### src/rtl/fc_layer_seq_if.sv
// Bundles the request/operand/result signals of fc_layer_seq.
// The master side issues start with operands; the slave side returns scores and status.
interface fc_layer_seq_if #(
  parameter int N_IN   = 4,
  parameter int N_OUT  = 4,
  parameter int DATA_W = 8
);
  // start is a one-cycle request honoured only while busy is low; done pulses once per accepted request.
  logic                            start;
  logic [N_IN*DATA_W-1:0]          in_flat;
  logic [N_OUT*N_IN*DATA_W-1:0]    weights_flat;
  logic [N_OUT*DATA_W-1:0]         bias_flat;
  logic [N_OUT*DATA_W-1:0]         out_flat;
  logic                            busy;
  logic                            done;
  logic [1:0]                      state;

  modport master (
    output start, in_flat, weights_flat, bias_flat,
    input  out_flat, busy, done, state
  );

  modport slave (
    input  start, in_flat, weights_flat, bias_flat,
    output out_flat, busy, done, state
  );
endinterface

### src/rtl/fc_layer_seq.sv
// Signed fully-connected layer with one shared MAC, walking N_OUT x N_IN sequentially.
// Optional macro FC_RELU_EN fuses a ReLU after saturation in the write-back step.
module fc_layer_seq #(
  parameter int N_IN   = 4,
  parameter int N_OUT  = 4,
  parameter int DATA_W = 8
) (
  input  logic          clk,
  input  logic          reset,
  fc_layer_seq_if.slave bus
);
  localparam int ACC_W = 2*DATA_W + $clog2(N_IN) + 1;
  localparam int I_W   = (N_IN  > 1) ? $clog2(N_IN)  : 1;
  localparam int O_W   = (N_OUT > 1) ? $clog2(N_OUT) : 1;

  typedef enum logic [1:0] {IDLE = 2'd0, MAC = 2'd1, WB = 2'd2, DONE = 2'd3} state_t;

  state_t                     state_q, state_d;
  logic signed [ACC_W-1:0]    acc_q;
  logic [I_W-1:0]             i_q;
  logic [O_W-1:0]             o_q;
  logic [N_OUT*DATA_W-1:0]    out_q;
  logic                       done_q;

  logic signed [DATA_W-1:0]   in_q  [N_IN];
  logic signed [DATA_W-1:0]   w_q   [N_OUT][N_IN];
  logic signed [DATA_W-1:0]   b_q   [N_OUT];
  logic signed [DATA_W-1:0]   res_q [N_OUT];

  logic                       accept;
  logic                       last_i, last_o;
  logic signed [2*DATA_W-1:0] prod;
  logic signed [ACC_W-1:0]    acc_next, sum;
  logic signed [ACC_W-1:0]    max_v, min_v;
  logic signed [DATA_W-1:0]   sat_v, res_v;
  logic [N_OUT*DATA_W-1:0]    res_flat;

  assign accept = (state_q == IDLE) && bus.start;
  assign last_i = (i_q == I_W'(N_IN - 1));
  assign last_o = (o_q == O_W'(N_OUT - 1));

  // Datapath: one product per MAC cycle, bias add plus clamp in WB.
  always_comb begin
    prod     = in_q[i_q] * w_q[o_q][i_q];
    acc_next = acc_q + ACC_W'(prod);
    sum      = acc_q + ACC_W'(b_q[o_q]);
    max_v    = {{(ACC_W-DATA_W+1){1'b0}}, {(DATA_W-1){1'b1}}};
    min_v    = {{(ACC_W-DATA_W+1){1'b1}}, {(DATA_W-1){1'b0}}};
    if (sum > max_v)      sat_v = {1'b0, {(DATA_W-1){1'b1}}};
    else if (sum < min_v) sat_v = {1'b1, {(DATA_W-1){1'b0}}};
    else                  sat_v = sum[DATA_W-1:0];
`ifdef FC_RELU_EN
    res_v = sat_v[DATA_W-1] ? '0 : sat_v;
`else
    res_v = sat_v;
`endif
  end

  always_comb begin
    res_flat = '0;
    for (int o = 0; o < N_OUT; o++) res_flat[o*DATA_W +: DATA_W] = res_q[o];
  end

  always_comb begin
    state_d = state_q;
    case (state_q)
      IDLE:    if (bus.start) state_d = MAC;
      MAC:     if (last_i)    state_d = WB;
      WB:      state_d = last_o ? DONE : MAC;
      DONE:    state_d = IDLE;
      default: state_d = IDLE;
    endcase
  end

  always_ff @(posedge clk) begin
    if (reset) begin
      state_q <= IDLE;
      acc_q   <= '0;
      i_q     <= '0;
      o_q     <= '0;
      out_q   <= '0;
      done_q  <= 1'b0;
    end else begin
      state_q <= state_d;
      done_q  <= 1'b0;
      case (state_q)
        IDLE: if (bus.start) begin
          acc_q <= '0;
          i_q   <= '0;
          o_q   <= '0;
        end
        MAC: begin
          acc_q <= acc_next;
          i_q   <= last_i ? '0 : i_q + 1'b1;
        end
        WB: begin
          acc_q <= '0;
          if (!last_o) o_q <= o_q + 1'b1;
        end
        DONE: begin
          out_q  <= res_flat;
          done_q <= 1'b1;
        end
        default: ;
      endcase
    end
  end

  // Operand snapshot and result slots carry no reset; they are always rewritten before use.
  always_ff @(posedge clk) begin
    if (accept) begin
      for (int i = 0; i < N_IN; i++) in_q[i] <= bus.in_flat[i*DATA_W +: DATA_W];
      for (int o = 0; o < N_OUT; o++) begin
        b_q[o] <= bus.bias_flat[o*DATA_W +: DATA_W];
        for (int i = 0; i < N_IN; i++)
          w_q[o][i] <= bus.weights_flat[(o*N_IN+i)*DATA_W +: DATA_W];
      end
    end
    if (state_q == WB) res_q[o_q] <= res_v;
  end

  assign bus.out_flat = out_q;
  assign bus.done     = done_q;
  assign bus.busy     = (state_q != IDLE);
  assign bus.state    = state_q;
endmodule
### src/flat_wrapper.sv
// flat-port wrapper written by rule: the top's interface ports become plain ports
module fc_layer_seq_flat 
#(
  parameter int N_IN   = 4,
  parameter int N_OUT  = 4,
  parameter int DATA_W = 8
)
  (clk, reset, bus_start, bus_in_flat, bus_weights_flat, bus_bias_flat, bus_out_flat, bus_busy, bus_done, bus_state);
  fc_layer_seq_if #(.N_IN(N_IN), .N_OUT(N_OUT), .DATA_W(DATA_W)) bus_i ();
  input  logic clk;
  input  logic reset;
  input wire logic [$bits(bus_i.start)-1:0] bus_start;
  input wire logic [$bits(bus_i.in_flat)-1:0] bus_in_flat;
  input wire logic [$bits(bus_i.weights_flat)-1:0] bus_weights_flat;
  input wire logic [$bits(bus_i.bias_flat)-1:0] bus_bias_flat;
  output wire logic [$bits(bus_i.out_flat)-1:0] bus_out_flat;
  output wire logic [$bits(bus_i.busy)-1:0] bus_busy;
  output wire logic [$bits(bus_i.done)-1:0] bus_done;
  output wire logic [$bits(bus_i.state)-1:0] bus_state;
  assign bus_i.start = bus_start;
  assign bus_i.in_flat = bus_in_flat;
  assign bus_i.weights_flat = bus_weights_flat;
  assign bus_i.bias_flat = bus_bias_flat;
  assign bus_out_flat = bus_i.out_flat;
  assign bus_busy = bus_i.busy;
  assign bus_done = bus_i.done;
  assign bus_state = bus_i.state;
  fc_layer_seq #(.N_IN(N_IN), .N_OUT(N_OUT), .DATA_W(DATA_W)) u_core (.clk(clk), .reset(reset), .bus(bus_i));
endmodule
### config.mk
export PLATFORM = sky130hd
export DESIGN_NAME = fc_layer_seq_flat
export DESIGN_NICKNAME = d
export VERILOG_FILES = /design/src/rtl/fc_layer_seq_if.sv /design/src/rtl/fc_layer_seq.sv /design/src/flat_wrapper.sv
export SDC_FILE = /design/constraint.sdc
export NUM_CORES = 1
export LEC_CHECK = 0
export CAP_MARGIN = 20
export CORE_MARGIN = 4
export CORE_UTILIZATION = 59
export CTS_CLUSTER_DIAMETER = 40
export DETAILED_ROUTE_END_ITERATION = 16
export GPL_ROUTABILITY_DRIVEN = 0
export PLACE_DENSITY = 0.91
export SLEW_MARGIN = 20
export SYNTH_ARGS = -nofsm -noshare
export SYNTH_HDL_FRONTEND = slang
export SYNTH_SLANG_ARGS = --single-unit
export TNS_END_PERCENT = 30
### constraint.sdc
create_clock -name clk -period 12.68 [get_ports clk]
set_input_delay 1.268 -clock clk [delete_from_list [all_inputs] [get_ports clk]]
set_output_delay 1.268 -clock clk [all_outputs]
set_load 0.05 [all_outputs]
; ---- Word level (Yosys, flattened, before mapping)
; Memory sizes are Yosys's and may differ from the RTL's. A register that Yosys moved wholly into a read port is not among the register bits.
; Index checks and enable logic that the tools add are counted.
[totals]
register_bits = 26
ram_bits = 224
out_inout_bits = 36
elab_cells = 63
n_memories = 4
[mem_list]
columns = memory, depth, width, rd, rd_ports_with_merged_regs, wr, line
row1 = u_core.w_q, 4, 32, 1, 1, 4, fc_layer_seq.sv:26  ; logic signed [DATA_W-1:0] w_q [N_OUT][N_IN];
row2 = u_core.b_q, 4, 8, 1, 1, 4, fc_layer_seq.sv:27  ; logic signed [DATA_W-1:0] b_q [N_OUT];
row3 = u_core.in_q, 4, 8, 1, 1, 4, fc_layer_seq.sv:25  ; logic signed [DATA_W-1:0] in_q [N_IN];
row4 = u_core.res_q, 4, 8, 4, 4, 1, fc_layer_seq.sv:28  ; logic signed [DATA_W-1:0] res_q [N_OUT];
[op_classes]
add_sub_neg = 4
multipliers = 1
n_lt_le_gt_ge = 3
eq_ne = 8
muxes = 27
bitwise_logic = 1
n_reduce_logical = 10
[op_table]
columns = op, count
row1 = 19-bit case mux with 3 select lines, 1
row2 = 8-bit two-way mux, 4
row3 = 2-bit two-way mux, 12
row4 = 19-bit by 16-bit adder with 19-bit output, 1
row5 = 19-bit by 8-bit adder with 19-bit output, 1
row6 = 19-bit by 8-bit greater-than comparator with 1-bit output (second input constant), 1
row7 = 19-bit by 8-bit less-than comparator with 1-bit output (second input constant), 1
row8 = 19-bit two-way mux, 1
row9 = 8-bit binary-select mux with 2-bit select, 1
row10 = 8-bit by 8-bit multiplier with 16-bit output, 1
row11 = 2-bit == test (second input constant), 4
row12 = 2-bit case mux with 2 select lines, 2
row13 = 2-bit case mux with 4 select lines, 1
row14 = 2-bit AND reduction, 3
row15 = 2-bit nonzero test, 3
row16 = 1-bit two-way mux, 5
row17 = 2-bit by 1-bit adder with 2-bit output (second input constant), 2
row18 = 2-bit != test (second input constant), 2
row19 = 3-bit greater-or-equal comparator (second input constant), 1
row20 = 2-bit inverter with 3-bit output, 1
row21 = 3-bit AND reduction, 1
row22 = 3-bit nonzero test, 1
row23 = 2-bit by 1-bit == test with 1-bit output (second input constant), 1
row24 = 2-bit logical NOT, 1
row25 = other kinds (2), 2

; ---- Logic depth before layout (Yosys ltp)
[depth]
depth_word = 7
depth_mapped = 25

; ---- Worst setup path before layout
; OpenSTA, ideal clock, no wires.
[synth_timing]
path_kind = register -> register
from = register (tool-made name)
to = register u_core.acc_q[13]
arrival_ps = 6378
path_slack_ps = 6175
path_stages_with_launch = 21
n_path_buf = 3
path_cell_list = dfxtp_1 -> clkbuf_1 -> buf_2 -> buf_2 -> mux4_2 -> mux4_2 -> and2_1 -> fa_1 -> inv_1 -> fa_1 -> inv_1 -> fa_1 -> fa_1 -> fa_1 -> ha_1 -> a21oi_1 -> o21ai_0 -> and2_1 -> or4_1 -> a32oi_1 -> nor2_1
[synth_rtl]
columns = item, line
row1 = to (signal assigned), fc_layer_seq.sv:93  ; acc_q <= acc_next;
row2 = to (decl), fc_layer_seq.sv:19  ; logic signed [ACC_W-1:0] acc_q;

==> impl_metrics.ini <==
[outcome]
status = complete, no violations

[logic_synthesis]
synth_ff_type = edfxtp_1
ys_ff_latch = 286
synth.largest_area_cell = edfxtp_1
yosysWarnings = 0
synthArstFlopShare_pct = 0
synth_area_leaders = edfxtp_1, fa_1, dfxtp_1, mux4_2, ha_1
synth_enable_flop_cells = 224
synthesis.nets = 1393
ys_seq_area_share_pct = 54.4
synthCells = 1046
netlist_area_mm2 = 0.0146
synth.distinct_cells = 56
syn_area_per_cell_um2 = 14.0
synth_top_cell_area_share_pct = 45.9

[layout]
final_layout_size_suffix_gt1_share_pct = 10.0
nets = 1631
postLayoutCoreUtil_pct = 75.3
diodes = 0
final_common_cell = clkdlybuf4s50_1
area_delta_synth_final_pct = 25.5
layout_common_cells = clkdlybuf4s50_1, edfxtp_1, nand2_1
nFillCells = 1345

[critical_path]
start_kind = flip-flop
path_class = reg -> reg
cp_top_family = adder cells
cp_max_fo = 40
cpMaxStageDelayCell = o21ai_1
arrival_ns = 7.70
crit_top_cell = fa_1
worstPathCellList = buf_4 > mux4_2 > mux2_2 > o21ai_1 > or2_2 > fa_1 > fa_1 > inv_1 > fa_1 > fa_1 > fa_1 > ha_1 > a21oi_1 > o21ai_0 > a31oi_1 > a21oi_1 > mux2i_1 > nor3_1 > o21ai_0 > a21oi_1
cp.buffers_inverters = 2
end_kind = flip-flop
cp_data_required_time_ns = 13.03
slowest_delay_ns = 0.75

[worst_hold_path]
hold_class = reg -> reg

[sta]
setup_viol = 0
rsz0062_at_grt = no
tightestPinTransition_ns = 1.11
final-hold-violation-count = 0
min_period_over_period_pct = 57.9
setup_ws_ns = 5.33
drv_slew = 0
finalCriticalPeriod_ns = 7.35
tns_ns = 0
worst_hold_slack_ns = 0.452
fin_worst_skew_ns = 0.0187
relSlewSlack_pct = 26.1
fmax_mhz = 136

[grt]
antenna_found_initial = 0
grt_max_degree = 116
grt.overflow.total = 0
grt_pass1_vias = 10279
grt_usage_pct = 28.5
grt_pass1_wl_um = 58100

[die]
core_mm2 = 0.0244
die_w_um = 166
initial_core_util_pct = 60.1
io_pins = 231
dieArea_mm2 = 0.0274
dieHeight_um = 166
num_rows = 57

[clock_tree]
cts_tree = done
cts_hold_buf = 0
clkTransAtPathRegs_ns = 0.06
clock_latency_ns = 0.53
cts.repair.resized = 0
numCtsBuffers = 35
cts_root_buf = clkbuf_16
cts_max_level = 2
cts.path.max_buffers = 3
clock_sinks = 286
cts_setup_buffers = 0

[place]
portBuffers = 230
dp_hpwl_um = 25400
dp_slack_ns = 5.40

[power_and_ir_drop]
switchingPower_w = 0.00157
p_int_w = 0.00258
peakVddDrop_v = 0.000252
clkPwrFrac_pct = 23.1
seq_power_share_pct = 27.0
p_comb_share_pct = 49.9
p_per_area_mw_per_mm2 = 226
p_leak_nw = 6.92
p_sw_share_pct = 37.7

[detailed_routing]
drc = 0
routed_via_density = 5.88
final_antenna_net_count = 0
vias = 9607
routed_wl_um = 37700
wl_per_cell_um = 23.1
drtIter0Drc = 973
dr.pass1.iters = 5

[run]
drv_cap = 0
[metal layers]
layer  share of wire (%)  global-route usage [%]
met2                  53                    51.0
met5                   0                       0
met3                 8.5                    7.32
met4                 3.8                    9.75
met1                  35                    33.6
[power groups by stage]
stage,Combinational (W),Sequential [W],Clock [W]
after floorplan,0.00159,0.00113,0
after global placement,0.00194,0.00113,0
after detailed placement,0.00203,0.00114,0
after CTS,0.00207,0.00112,0.000966
after global routing,0.00236,0.00112,0.00101
final,0.00207,0.00112,0.000960
[synthesized netlist by cell type (all sizes together) (2+ instances only)]
library cell	number
edfxtp	224
nand2	107
inv	99
fa	85
ha	67
dfxtp	62
mux4	55
a21oi	51
and2	47
nor2	40
clkbuf	26
xnor2	20
a22oi	19
o21ai	19
a21o	15
xor2	11
nor3	10
buf	9
nand3	9
nand2b	7
o21bai	7
a211oi	5
a31oi	5
nor2b	5
o21a	5
o31ai	4
or3	4
mux2	3
o2111ai	3
or2	3
and3	2
mux2i	2
nand4	2
or4	2
[sequential cells by signal (all words and copies together) (netlist names), named ones only]
register          flops
u_core.bus.state      2
u_core.in_q          32
u_core.w_q          128
bus_out_flat         32
u_core.res_q         32
u_core.acc_q         19
u_core.i_q            2
u_core.bus.done       1
u_core.o_q            2
u_core.b_q           32
[layout make-up]
class	instances	area, um2	share of cell area, %
clock inverter	14	144	0.783
inverter	99	377	2.05
clock buffer	48	966	5.26
tap	324	405	2.21
sequential	286	7970	43.4
multi-input combinational	626	6170	33.6
timing repair buffer	236	2340	12.7
[per-stage QoR]
stage	power, W	cell area [um2]	instances
final	0.00415	18400	1633
after floorplan	0.00271	14600	1046
after detailed placement	0.00317	17300	1571
after global placement	0.00307	17300	1571
after CTS	0.00416	18400	1633
after global routing	0.00449	18400	1633
[worst register-to-register path: cells and delay by family (launching register included)]
| family | cells | cell delay (ns) |
|---|---|---|
| adder cells (fa/ha/maj) | 6 | 2.84 |
| AO/OA/AOI/OAI | 7 | 1.86 |
| multiplexers | 3 | 1.16 |
| buffers and inverters | 2 | 0.67 |
| AND/OR/NAND/NOR | 2 | 0.34 |
| flip-flops | 1 | 0.31 |
[cell families after synthesis]
| group | count (synthesis) | share of synthesized area [%] |
|---|---|---|
| AOI/OAI and AO/OA | 143 | 6.41 |
| xor gates and xnor gates | 31 | 1.85 |
| adders and majority gates | 152 | 17.3 |
| buffers and inverters | 134 | 3.48 |
| DFF | 286 | 54.4 |
| muxes | 60 | 8.82 |
| and+or+nand+nor | 240 | 7.70 |
[worst paths after layout]
check | startpoint | end | slack [ns] | cells after the start
worst min register to register | bus_out_flat[31]$_SDFFE_PP0P_ | bus_out_flat[31]$_SDFFE_PP0P_ | 0.45 | 2
worst max-delay path | flip-flop | u_core.acc_q[18]$_SDFFE_PP0P_ | 5.33 | 20
worst max register to register | flip-flop | u_core.acc_q[18]$_SDFFE_PP0P_ | 5.33 | 20
worst min-delay path | bus_out_flat[31]$_SDFFE_PP0P_ | bus_out_flat[31]$_SDFFE_PP0P_ | 0.45 | 2
(Power assumes the default switching activity.)
